**config.mk**
```make
export PLATFORM = sky130hd
export DESIGN_NAME = bit_destuffer
export DESIGN_NICKNAME = d
export VERILOG_FILES = /design/src/rtl/bit_destuffer_pkg.sv /design/src/rtl/bit_destuffer_gray.sv /design/src/rtl/bit_destuffer.sv
export SDC_FILE = /design/constraint.sdc
export NUM_CORES = 1
export LEC_CHECK = 0
export ABC_AREA = 1
export CORE_ASPECT_RATIO = 2
export CORE_MARGIN = 2
export CORE_UTILIZATION = 35
export CTS_CLUSTER_SIZE = 25
export DETAILED_ROUTE_END_ITERATION = 16
export GPL_TIMING_DRIVEN = 0
export PLACE_DENSITY = 0.59
export SETUP_SLACK_MARGIN = 0.15
export SYNTH_ARGS = -nofsm -noshare
export SYNTH_HDL_FRONTEND = slang
export SYNTH_SLANG_ARGS = --single-unit
```
**constraint.sdc**
```tcl
create_clock -name clk -period 1.85 [get_ports clk]
set_input_delay 0.2775 -clock clk [delete_from_list [all_inputs] [get_ports clk]]
set_output_delay 0.2775 -clock clk [all_outputs]
set_load 0.03 [all_outputs]
```
**src/rtl/bit_destuffer_pkg.sv**
```systemverilog
// Shared types and helpers for the CAN bit destuffer: state encoding,
// counter widths, default stuffing parameters and binary-to-Gray conversion.
package bit_destuffer_pkg;

  localparam int unsigned CNT_W            = 3;
  localparam int unsigned DEF_RUN_LEN      = 5;
  localparam int unsigned DEF_FIXED_PERIOD = 4;

  typedef enum logic [1:0] {
    IDLE    = 2'd0,
    DYNAMIC = 2'd1,
    FIXED   = 2'd2
  } state_e;

  function automatic logic [CNT_W-1:0] bin2gray(input logic [CNT_W-1:0] i_bin);
    return i_bin ^ (i_bin >> 1);
  endfunction

endpackage

```
**src/rtl/bit_destuffer_gray.sv**
```systemverilog
// Combinational conversion of the dynamic stuff count into Gray code plus
// its parity, as carried in the CAN FD stuff-count field.
module bit_destuffer_gray
  import bit_destuffer_pkg::*;
(
  input  logic [CNT_W-1:0] i_bin,
  output logic [CNT_W-1:0] o_gray,
  output logic             o_parity
);

  assign o_gray   = bin2gray(i_bin);
  assign o_parity = ^o_gray;

endmodule

```
**src/rtl/bit_destuffer.sv**
```systemverilog
// Predicts stuff bits on the sampled CAN bit stream, checks the stuff rule,
// and switches to FD fixed stuffing in the stuff-count/CRC region.
module bit_destuffer
  import bit_destuffer_pkg::*;
#(
  parameter int unsigned RUN_LEN      = DEF_RUN_LEN,
  parameter int unsigned FIXED_PERIOD = DEF_FIXED_PERIOD
) (
  input  logic             clk,
  input  logic             rst,
  input  logic             samplePoint,
  input  logic             canRX,
  input  logic             isStart,
  input  logic             BS_onoff,
  input  logic             CRCtime,
  input  logic             EDL,
  input  logic             isError,
  output logic             isStuff,
  output logic             stuffError,
  output logic [CNT_W-1:0] stuffCountGray,
  output logic             stuffParity
);

  state_e           r_state;
  logic [CNT_W-1:0] r_run_cnt;
  logic [CNT_W-1:0] r_fix_cnt;
  logic [CNT_W-1:0] r_dyn_cnt;
  logic             r_last_bit;

  logic             w_same;
  logic [CNT_W-1:0] w_run_sat;
  logic [CNT_W-1:0] w_run_next;
  logic [CNT_W-1:0] w_fix_next;
  logic             w_fd_entry;
  logic [CNT_W-1:0] w_gray;
  logic             w_parity;

  assign w_same     = (canRX == r_last_bit);
  assign w_run_sat  = (r_run_cnt == CNT_W'(RUN_LEN)) ? r_run_cnt : r_run_cnt + CNT_W'(1);
  assign w_run_next = w_same ? w_run_sat : CNT_W'(1);
  assign w_fix_next = r_fix_cnt + CNT_W'(1);
  assign w_fd_entry = EDL & CRCtime;

  bit_destuffer_gray u_gray (
    .i_bin    (r_dyn_cnt),
    .o_gray   (w_gray),
    .o_parity (w_parity)
  );

  // Per-sample sequencing; everything holds between sample points.
  always_ff @(posedge clk or posedge rst) begin
    if (rst) begin
      r_state        <= IDLE;
      r_run_cnt      <= '0;
      r_fix_cnt      <= '0;
      r_dyn_cnt      <= '0;
      r_last_bit     <= 1'b1;
      isStuff        <= 1'b0;
      stuffError     <= 1'b0;
      stuffCountGray <= '0;
      stuffParity    <= 1'b0;
    end else begin
      stuffError <= 1'b0;
      if (samplePoint) begin
        if (isError) begin
          r_state <= IDLE;
          isStuff <= 1'b0;
        end else if (isStart) begin
          r_state        <= DYNAMIC;
          r_last_bit     <= canRX;
          r_run_cnt      <= CNT_W'(1);
          r_dyn_cnt      <= '0;
          r_fix_cnt      <= '0;
          isStuff        <= 1'b0;
          stuffCountGray <= '0;
          stuffParity    <= 1'b0;
        end else if (!BS_onoff) begin
          r_state <= IDLE;
          isStuff <= 1'b0;
        end else begin
          case (r_state)
            IDLE: begin
              isStuff <= 1'b0;
            end

            DYNAMIC: begin
              if (w_fd_entry) begin
                // Leading fixed stuff bit; absorbs any dynamic stuff predicted here.
                stuffCountGray <= w_gray;
                stuffParity    <= w_parity;
                isStuff        <= 1'b0;
                if (w_same) begin
                  stuffError <= 1'b1;
                  r_state    <= IDLE;
                end else begin
                  r_state    <= FIXED;
                  r_fix_cnt  <= '0;
                  r_last_bit <= canRX;
                end
              end else if (isStuff) begin
                isStuff <= 1'b0;
                if (w_same) begin
                  stuffError <= 1'b1;
                  r_state    <= IDLE;
                end else begin
                  // The stuff bit opens the next run.
                  r_dyn_cnt  <= r_dyn_cnt + CNT_W'(1);
                  r_last_bit <= canRX;
                  r_run_cnt  <= CNT_W'(1);
                end
              end else begin
                r_run_cnt  <= w_run_next;
                r_last_bit <= canRX;
                isStuff    <= (w_run_next == CNT_W'(RUN_LEN));
              end
            end

            FIXED: begin
              if (isStuff) begin
                isStuff    <= 1'b0;
                r_fix_cnt  <= '0;
                r_last_bit <= canRX;
                if (w_same) begin
                  stuffError <= 1'b1;
                  r_state    <= IDLE;
                end
              end else begin
                r_fix_cnt  <= w_fix_next;
                r_last_bit <= canRX;
                isStuff    <= (w_fix_next == CNT_W'(FIXED_PERIOD));
              end
            end

            default: begin
              r_state <= IDLE;
              isStuff <= 1'b0;
            end
          endcase
        end
      end
    end
  end

endmodule

```
* Word level (Yosys, flattened, before mapping) *
Index checks and enable logic that the tools add are counted.

word-level totals
  memories = 0
  input bits = 9
  output and inout port bits = 6
  ROM bits = 0
  bits in writable memories = 0
  bits in latches = 0
  register bits = 18
  word-level logic and storage cells = 97

cells by class
  multiplexer cells = 57
  order comparisons = 0
  equality and inequality tests = 12
  multiply operators = 0
  bitwise logic cells = 3
  reduce and logical (&&, ||, !) cells = 13
  shifts and indexed selects = 0
  divide/modulo/power cells = 0
  add/sub/neg operators = 3

operator list
  kind                                           count
  2-to-1 mux 3 bit                               23
  2-to-1 mux 1 bit                               22
  2-to-1 mux 2 bit                               7
  AND reduction 6 bit                            2
  adder 3 x 1 -> 3 bit, second input constant    3
  == test 3 bit, second input constant           3
  != test 3 bit, second input constant           3
  nonzero test 2 bit                             4
  AND reduction 7 bit                            1
  case mux 1 bit (2 select lines)                3
  case mux 2 bit (3 select lines)                1
  case mux 3 bit (2 select lines)                1
  AND reduction 5 bit                            1
  != test 2 bit, second input constant           2
  != test 4 bit, second input constant           1
  AND reduction 4 bit                            1
  nonzero test 3 bit                             1
  XOR reduction 3 bit                            1
  XOR 3 x 2 -> 3 bit                             1
  == test 2 x 1 -> 1 bit, second input constant  1
  == test 2 bit, second input constant           1
  logical NOT 2 bit                              1
  AND reduction 2 bit                            1
  AND 1 bit                                      1
  other kinds (2)                                2

* Logic depth before layout (Yosys ltp) *
Gate-level depths: netlist of the first run.

  depth in word-level cells = 10
  mapped depth = 10
  mapped depth without buffers = 10

* Hierarchy *
A second synthesis of the first run with hierarchy kept.

unflattened totals
  cell total of the unflattened synthesis = 160
  area total of the unflattened synthesis = 1202.4 sq um

by module, submodules not included
  module              sequential area each (sq um)  times used  cells each  area each (sq um)
  bit_destuffer       451.7                         1           149         1157.4
  bit_destuffer_gray  0.0                           1           11          45.0

* Least setup slack after synthesis of the first run *
OpenSTA, ideal clock, no wires.

  kind = reg2reg
  start = register r_last_bit
  end = register r_run_cnt[0]
  buffers on the path = 0
  required time = 1722 ps
  setup slack = 283 ps
  arrival = 1439 ps
  library setup time = 128 ps
  stages on the path, launching flop included = 8
  period minus slack after synthesis = 1567 ps
  cell sequence = dfstp_2 -> inv_1 -> ha_1 -> nand2_1 -> a21oi_1 -> nor2_4 -> o21ai_1 -> o21ai_0

on the way
  word-level cells in the longest chain between the ends = 7
  elaborated cells between the ends (all ways) = 9
  those cells by class = eq/ne: 2; mux: 6; reduce/logical: 1

ends and longest elaborated chain
  item                    line                  source
  from (decl)             bit_destuffer.sv:28   logic r_last_bit;
  from (signal assigned)  bit_destuffer.sv:70   r_last_bit <= canRX;
  from (signal assigned)  bit_destuffer.sv:98   r_last_bit <= canRX;
  from (signal assigned)  bit_destuffer.sv:108  r_last_bit <= canRX;
  == test 1 bit *         bit_destuffer.sv:38   assign w_same = (canRX == r_last_bit);
  2-to-1 mux 3 bit        bit_destuffer.sv:40   assign w_run_next = w_same ? w_run_sat : CNT_W'(1);
  2-to-1 mux 3 bit        bit_destuffer.sv:100  end else if (isStuff) begin
  2-to-1 mux 3 bit        bit_destuffer.sv:87   if (w_fd_entry) begin
  2-to-1 mux 3 bit        bit_destuffer.sv:81   case (r_state)
  2-to-1 mux 3 bit        bit_destuffer.sv:77   end else if (!BS_onoff) begin
  2-to-1 mux 3 bit        bit_destuffer.sv:68   end else if (isStart) begin
  to (signal assigned)    bit_destuffer.sv:112  r_run_cnt <= w_run_next;
  to (decl)               bit_destuffer.sv:25   logic [CNT_W-1:0] r_run_cnt;

Every way passes the cells marked *; elsewhere a longest branch is shown, timed or not. The select of a mux whose other input is x is not followed.
A chain may end at the register's enable or synchronous reset.

* Worst setup path after layout of the first run *
Same ends and word-level chain as after synthesis.

==> impl_metrics.toml, run 1 <==
[outcome]
status = "finished, final reports clean"

[worst_setup_path]
slowest_delay_ps = 540
crit_family = "flip-flops"
timing.critical_path.buf_inv = 1
critPathCaptureType = "flip-flop"
cp.arrival_ps = 1740
worstPathRequired_ps = 1990
start_kind = "flip-flop"
critical_path.cell_chain = "inv_2 > ha_4 > nand2_1 > a21oi_2 > nor2_4 > o21ai_1 > o21ai_0"
path_class = "reg2reg"
path_max_fanout = 6
critPathSlowestCell = "dfstp_2"

[routing]
vias_per_cell = 4.75
drc = 0
drt-total-wl_microns = 2840
firstDrtPassIters = 4
drt_iter0_markers = 24
ant_nets = 0
routedWlPerCell_microns = 12.7
num_vias = 1063

[logic_synthesis]
synthCells = 159
synth_top_area_frac = 0.337
ys.warnings.count = 0
synth_cell_type_count = 30
synth_area_sq_um = 1260
synthesis.nets = 178
synth_top_cell_by_area = "dfrtp_1"
dominantRegCellSynth = "dfrtp_1"
synth_seq_cells = 18
avgSynthCellArea_sq_um = 7.93
synth_edf_count = 0
synthArstFlopShare = 1.00
yosysSeqAreaShare = 0.358
synth.area.top_cells = "dfrtp_1 (34%), nand2_1 (10%), ha_1 (9.9%)"

[placed_design]
placed_cells = 220
dpl.hpwl_microns = 2230
place_congestion = 0.956
post_dp_cell_area_sq_um = 1450
port_buffers = 13

[cells_and_area]
finalInstanceArea_sq_um = 1530
layout-drive-gt1-share = 0.165
syn_to_final_growth_pct = 20.9
insertedDiodeCount = 0
layout.nets = 196
finalNonFillerCells = 224

[sta]
finClkSkew_ps = 2.74
min_period_ps = 1600
rsz0062_at_grt = "no"
fmax_mhz = 626
fin_tns_setup_ps = 0
drv_slew = 0
holdWs_ps = 354
fin_crit_sh = 0.863
maxSlewHeadroom = 0.513
worst_slew_pin_slew_ps = 730
hold_viol_final = 0
setup-violations-final = 0

[die]
core_sq_um = 3420
num_io_pins = 15
start_util = 0.369
die_y_microns = 88.9
rows = 30
die_area_sq_um = 4130
die_w_microns = 46.4

[min_path]
hold_path_class = "in2reg"

[clock_tree]
cts_hold_buf = 0
htreeDepth = 1
numCtsBuffers = 3
clock-root-buffer = "clkbuf_8"
cts_tree = "built"
cts_sinks = 18
clkLatencyLatePin_ps = 260
clockBufferDepth = 2
cts_setup_buffers = 0
clk_pin_slew_worst_paths_ps = 70

[power_and_ir_drop]
p_per_area_nw_per_um2 = 863
peakVddDrop_mv = 0.502
total_power_uw = 1320
cellLeakagePower_uw = 0.000731

[grt]
grt_pass1_wl_microns = 5040
grt-ovfl-total = 0
antenna_found_initial = 0
grt_max_degree = 19
grt_usage = 0.168
grt_pass1_vias = 1144

[run]
max_cap_viol_count = 0
==> routing by layer <==
metal / vias to the layer above / global-route usage / part of all wire
met5: - / 0 / 0
met4: 0 / 0.0753 / 0.017
met3: 4 / 0.0182 / 0.017
met2: 11 / 0.319 / 0.59
met1: 500 / 0.171 / 0.38
li1: 548 / - / -
==> metrics by stage <==
| step | setup WS [ps] | utilization |
|---|---|---|
| after floorplan | 283 | - |
| after global placement | -57.9 | 0.425 |
| after detailed placement | -89.5 | 0.425 |
| after CTS | 157 | 0.446 |
| after global routing | 171 | 0.447 |
| final | 253 | 0.447 |
==> cell usage after synthesis, types with 3 or more instances <==
library cell / number
nand2_2: 4
nand3_1: 15
nor2_4: 4
inv_1: 23
ha_1: 10
a21oi_1: 6
o21ai_0: 14
nor2_1: 10
nand2_1: 34
nor2_2: 3
dfrtp_1: 17
==> worst paths after layout <==
kind,depth (start not counted),to,startpoint,slack [ps]
worst min-delay path,4,r_run_cnt[2]$_DFFE_PP0P_,isStart,350
worst min register to register,1,r_dyn_cnt[0]$_DFFE_PP0P_,r_dyn_cnt[0]$_DFFE_PP0P_,490
max in group asynchronous,2,stuffError$_DFF_PP0_,rst,950
worst max-delay path,7,r_run_cnt[0]$_DFFE_PP0P_,r_last_bit$_DFFE_PP1P_,250
worst max register to register,7,r_run_cnt[0]$_DFFE_PP0P_,r_last_bit$_DFFE_PP1P_,250
min in group asynchronous,2,r_state[0]$_DFFE_PP0P_,rst,440
==> cell usage in the layout, fill, tap and decap left out, types with 2 or more instances in the layout <==
cell type	count
a21oi_1	5
a21oi_2	2
clkbuf_8	4
clkdlybuf4s50_1	12
dfrtp_1	17
ha_1	9
inv_1	21
inv_2	2
nand2_1	34
nand2_2	4
nand3_1	15
nor2_1	10
nor2_2	3
nor2_4	4
o21ai_0	14
==> registers in the layout, indices dropped and copies added, names as in the netlist <==
name	flops
r_last_bit	1
isStuff	1
stuffParity	1
r_fix_cnt	3
stuffError	1
stuffCountGray	3
r_dyn_cnt	3
r_run_cnt	3
r_state	2
==> final cells by class <==
class | instances | area, sq um
plain buffers | 1 | 11.3
clock buffers | 4 | 55.1
fillers | 341 | 1890
inverters | 24 | 92.6
multi-input cells | 116 | 722
flip-flops and latches | 18 | 452
well taps | 48 | 60.1
repair buffers | 13 | 133
==> power breakdown <==
| group | switching [uW] | total, uW | internal [uW] |
|---|---|---|---|
| Combinational | 276 | 460 | 184 |
| Clock | 144 | 333 | 190 |
| Sequential | 53.6 | 522 | 469 |
| Total | 473 | 1320 | 842 |
==> timing repair <==
action                                  in CTS  in global routing
endpoints found under the setup margin       2                  2
pin swaps                                    0                  3
resized for setup                            2                  3
==> worst register-to-register path, delay by kind of cell (launching register included) <==
| family | cells | cell delay (ps) |
|---|---|---|
| buf+inv | 1 | 50 |
| flops | 1 | 540 |
| compound gates | 3 | 390 |
| fa+ha+maj | 1 | 290 |
| simple gates | 2 | 210 |
==> logic make-up (layout without fill, tap and decap cells) <==
| kind of cell | after synthesis | in the layout | share of synthesized area |
|---|---|---|---|
| AO/OA/AOI/OAI | 28 | 28 | 0.130 |
| AND/OR/NAND/NOR | 76 | 76 | 0.315 |
| adder cells (fa/ha/maj) | 10 | 10 | 0.0992 |
| buffers and inverters | 25 | 42 | 0.0823 |
| XOR/XNOR | 1 | 1 | 0.00695 |
| multiplexers | 1 | 1 | 0.00794 |
| flip-flops | 18 | 18 | 0.358 |
Power figures use the tool's default switching activity.
==> inputs of run 2 (changes only) <==
- clock period: 1.85 -> 1.7 ns (I/O delays scaled with it)
==> run 2 against run 1 <==
Global-route usage fell by 1.4 points. Flip-flop and latch count did not move. Via count rose by 5.0%. Sequential power rose by 9.0%. Combinational power rose by 18%. Critical path depth rose by 3. Fmax rose by 4.2%. Register-to-register slack got worse by 90 ps.
==> impl_metrics.toml, run 2 (synthesis gave the netlist of run 1 again) <==
[worst_setup_path]
crit-reg2reg-launch = "r_last_bit$_DFFE_PP1P_"
timing.critical_path.buf_inv = 2
cp.arrival_ps = 1730
path_max_fanout = 4
critPathCaptureType = "flip-flop"
path_class = "reg2reg"
slowest_delay_ps = 540
crit-reg2reg-capture = "isStuff$_DFFE_PP0P_"
critical_path.cell_chain = "inv_2 > ha_4 > inv_4 > nor2_4 > nand3_2 > nor2_2 > nand3_1 > nand2_1 > nand2_1 > nand2_1"
cpMostUsedCell = "nand2_1"
rrSetupSlack_ps = 170
crit_family = "flip-flops"
start_kind = "flip-flop"
r2r_cells = 10
critPathSlowestCell = "dfstp_2"
worstPathRequired_ps = 1900

[grt]
antenna_found_initial = 0
grt_usage = 0.154
grt_max_degree = 19
grt-ovfl-total = 0
grt_pass1_vias = 1083
grt_pass1_wl_microns = 4690

[placed_design]
port_buffers = 13
place_congestion = 0.915
dpl.hpwl_microns = 2140

[die]
num_io_pins = 15
die_area_sq_um = 4130
rows = 30
die_y_microns = 88.9
core_sq_um = 3420
die_w_microns = 46.4
start_util = 0.369

[routing]
num_vias = 1116
drt_iter0_markers = 22
firstDrtPassIters = 4
ant_nets = 0
vias_per_cell = 4.96
drc = 0
drt-total-wl_microns = 2830
routedWlPerCell_microns = 12.6

[sta]
fin_crit_sh = 0.902
setup-violations-final = 0
rsz0062_at_grt = "yes"
worst_slew_pin_slew_ps = 717
drv_slew = 0
hold_viol_final = 0
finClkSkew_ps = 2.39
fmax_mhz = 652
min_period_ps = 1530
maxSlewHeadroom = 0.521

[clock_tree]
cts_sinks = 18
htreeDepth = 1
clock-root-buffer = "clkbuf_8"
clockBufferDepth = 2
clkLatencyLatePin_ps = 260
numCtsBuffers = 3
cts_hold_buf = 0
clk_pin_slew_worst_paths_ps = 70
cts_tree = "built"

[min_path]
min_to = "r_run_cnt[2]$_DFFE_PP0P_"
hold_start = "isStart"
min_path_cells = 4
hold_path_class = "in2reg"

[power_and_ir_drop]
p_per_area_nw_per_um2 = 897
peakVddDrop_mv = 0.796
total_power_uw = 1430
cellLeakagePower_uw = 0.000775

[cells_and_area]
insertedDiodeCount = 0
fin_util = 0.467
layout_common_cells = "nand2_1 (33), inv_1 (19), dfrtp_1 (16)"
syn_to_final_growth_pct = 26.4
layout.nets = 197
layout_commonest_cell = "nand2_1"
layout-drive-gt1-share = 0.215

[outcome]
status = "finished, final reports clean"

[run]
max_cap_viol_count = 0
run 2: layout make-up:
type,count,area (sq um)
clock buffer,4,45.0
sequential,18,453
buffer,1,11.3
fill,330,1820
timing repair buffer,14,146
multi-input combinational,116,783
tap,48,60.1
inverter,24,95.1
run 2: worst register-to-register path: cells and delay by family (launching register included):
family	cells	cell delay [ps]
simple gates	7	540
buf+inv	2	100
flops	1	540
fa+ha+maj	1	300
run 2: worst max path at each step:
| stage | start | cells past startpoint | to | slack [ps] |
|---|---|---|---|---|
| 3_5_place_dp | canRX | 7 | r_run_cnt[0]$_DFFE_PP0P_ | -140 |
| 6_report | r_last_bit$_DFFE_PP1P_ | 10 | isStuff$_DFFE_PP0P_ | 170 |
| 5_1_grt | r_last_bit$_DFFE_PP1P_ | 10 | isStuff$_DFFE_PP0P_ | 60 |
| 3_3_place_gp | canRX | 7 | r_run_cnt[0]$_DFFE_PP0P_ | -120 |
| 2_1_floorplan | r_last_bit$_DFFE_PP1P_ | 7 | r_run_cnt[0]$_DFFE_PP0P_ | 180 |
| 4_1_cts | r_last_bit$_DFFE_PP1P_ | 7 | r_run_cnt[0]$_DFFE_PP0P_ | 120 |
run 2: per-stage QoR:
| step | hold WS (ps) | TNS, ps | std cells | worst slack (ps) | cell area, sq um |
|---|---|---|---|---|---|
| 3_5_place_dp | 479 | -966 | 220 | -138 | 1460 |
| 4_1_cts | 347 | 0 | 225 | 116 | 1520 |
| 6_report | 352 | 0 | 225 | 167 | 1590 |
| 2_1_floorplan | 193 | 0 | 159 | 182 | 1260 |
| 5_1_grt | 376 | 0 | 225 | 62.6 | 1590 |
| 3_3_place_gp | 467 | -823 | 220 | -124 | 1460 |
run 2: repair_timing:
action	4_1_cts	5_1_grt
gates resized for setup	2	23
setup buffers	1	0
pin swaps	1	10
endpoints found under the setup margin	14	22
run 2: where the power goes:
| group | total (uW) | switching (uW) | internal (uW) |
|---|---|---|---|
| sequential | 569 | 59.3 | 510 |
| combinational | 541 | 324 | 218 |
| clock | 318 | 151 | 167 |
| total | 1430 | 535 | 894 |
run 2: per-layer routing:
| metal | GRT usage | routed length (microns) | part of all wire | vias up |
|---|---|---|---|---|
| met5 | 0 | 0 | 0 | - |
| met4 | 0.0701 | 83 | 0.029 | 0 |
| met3 | 0.0242 | 69 | 0.024 | 10 |
| met2 | 0.270 | 1600 | 0.57 | 18 |
| met1 | 0.173 | 1070 | 0.38 | 529 |
| li1 | - | - | - | 559 |
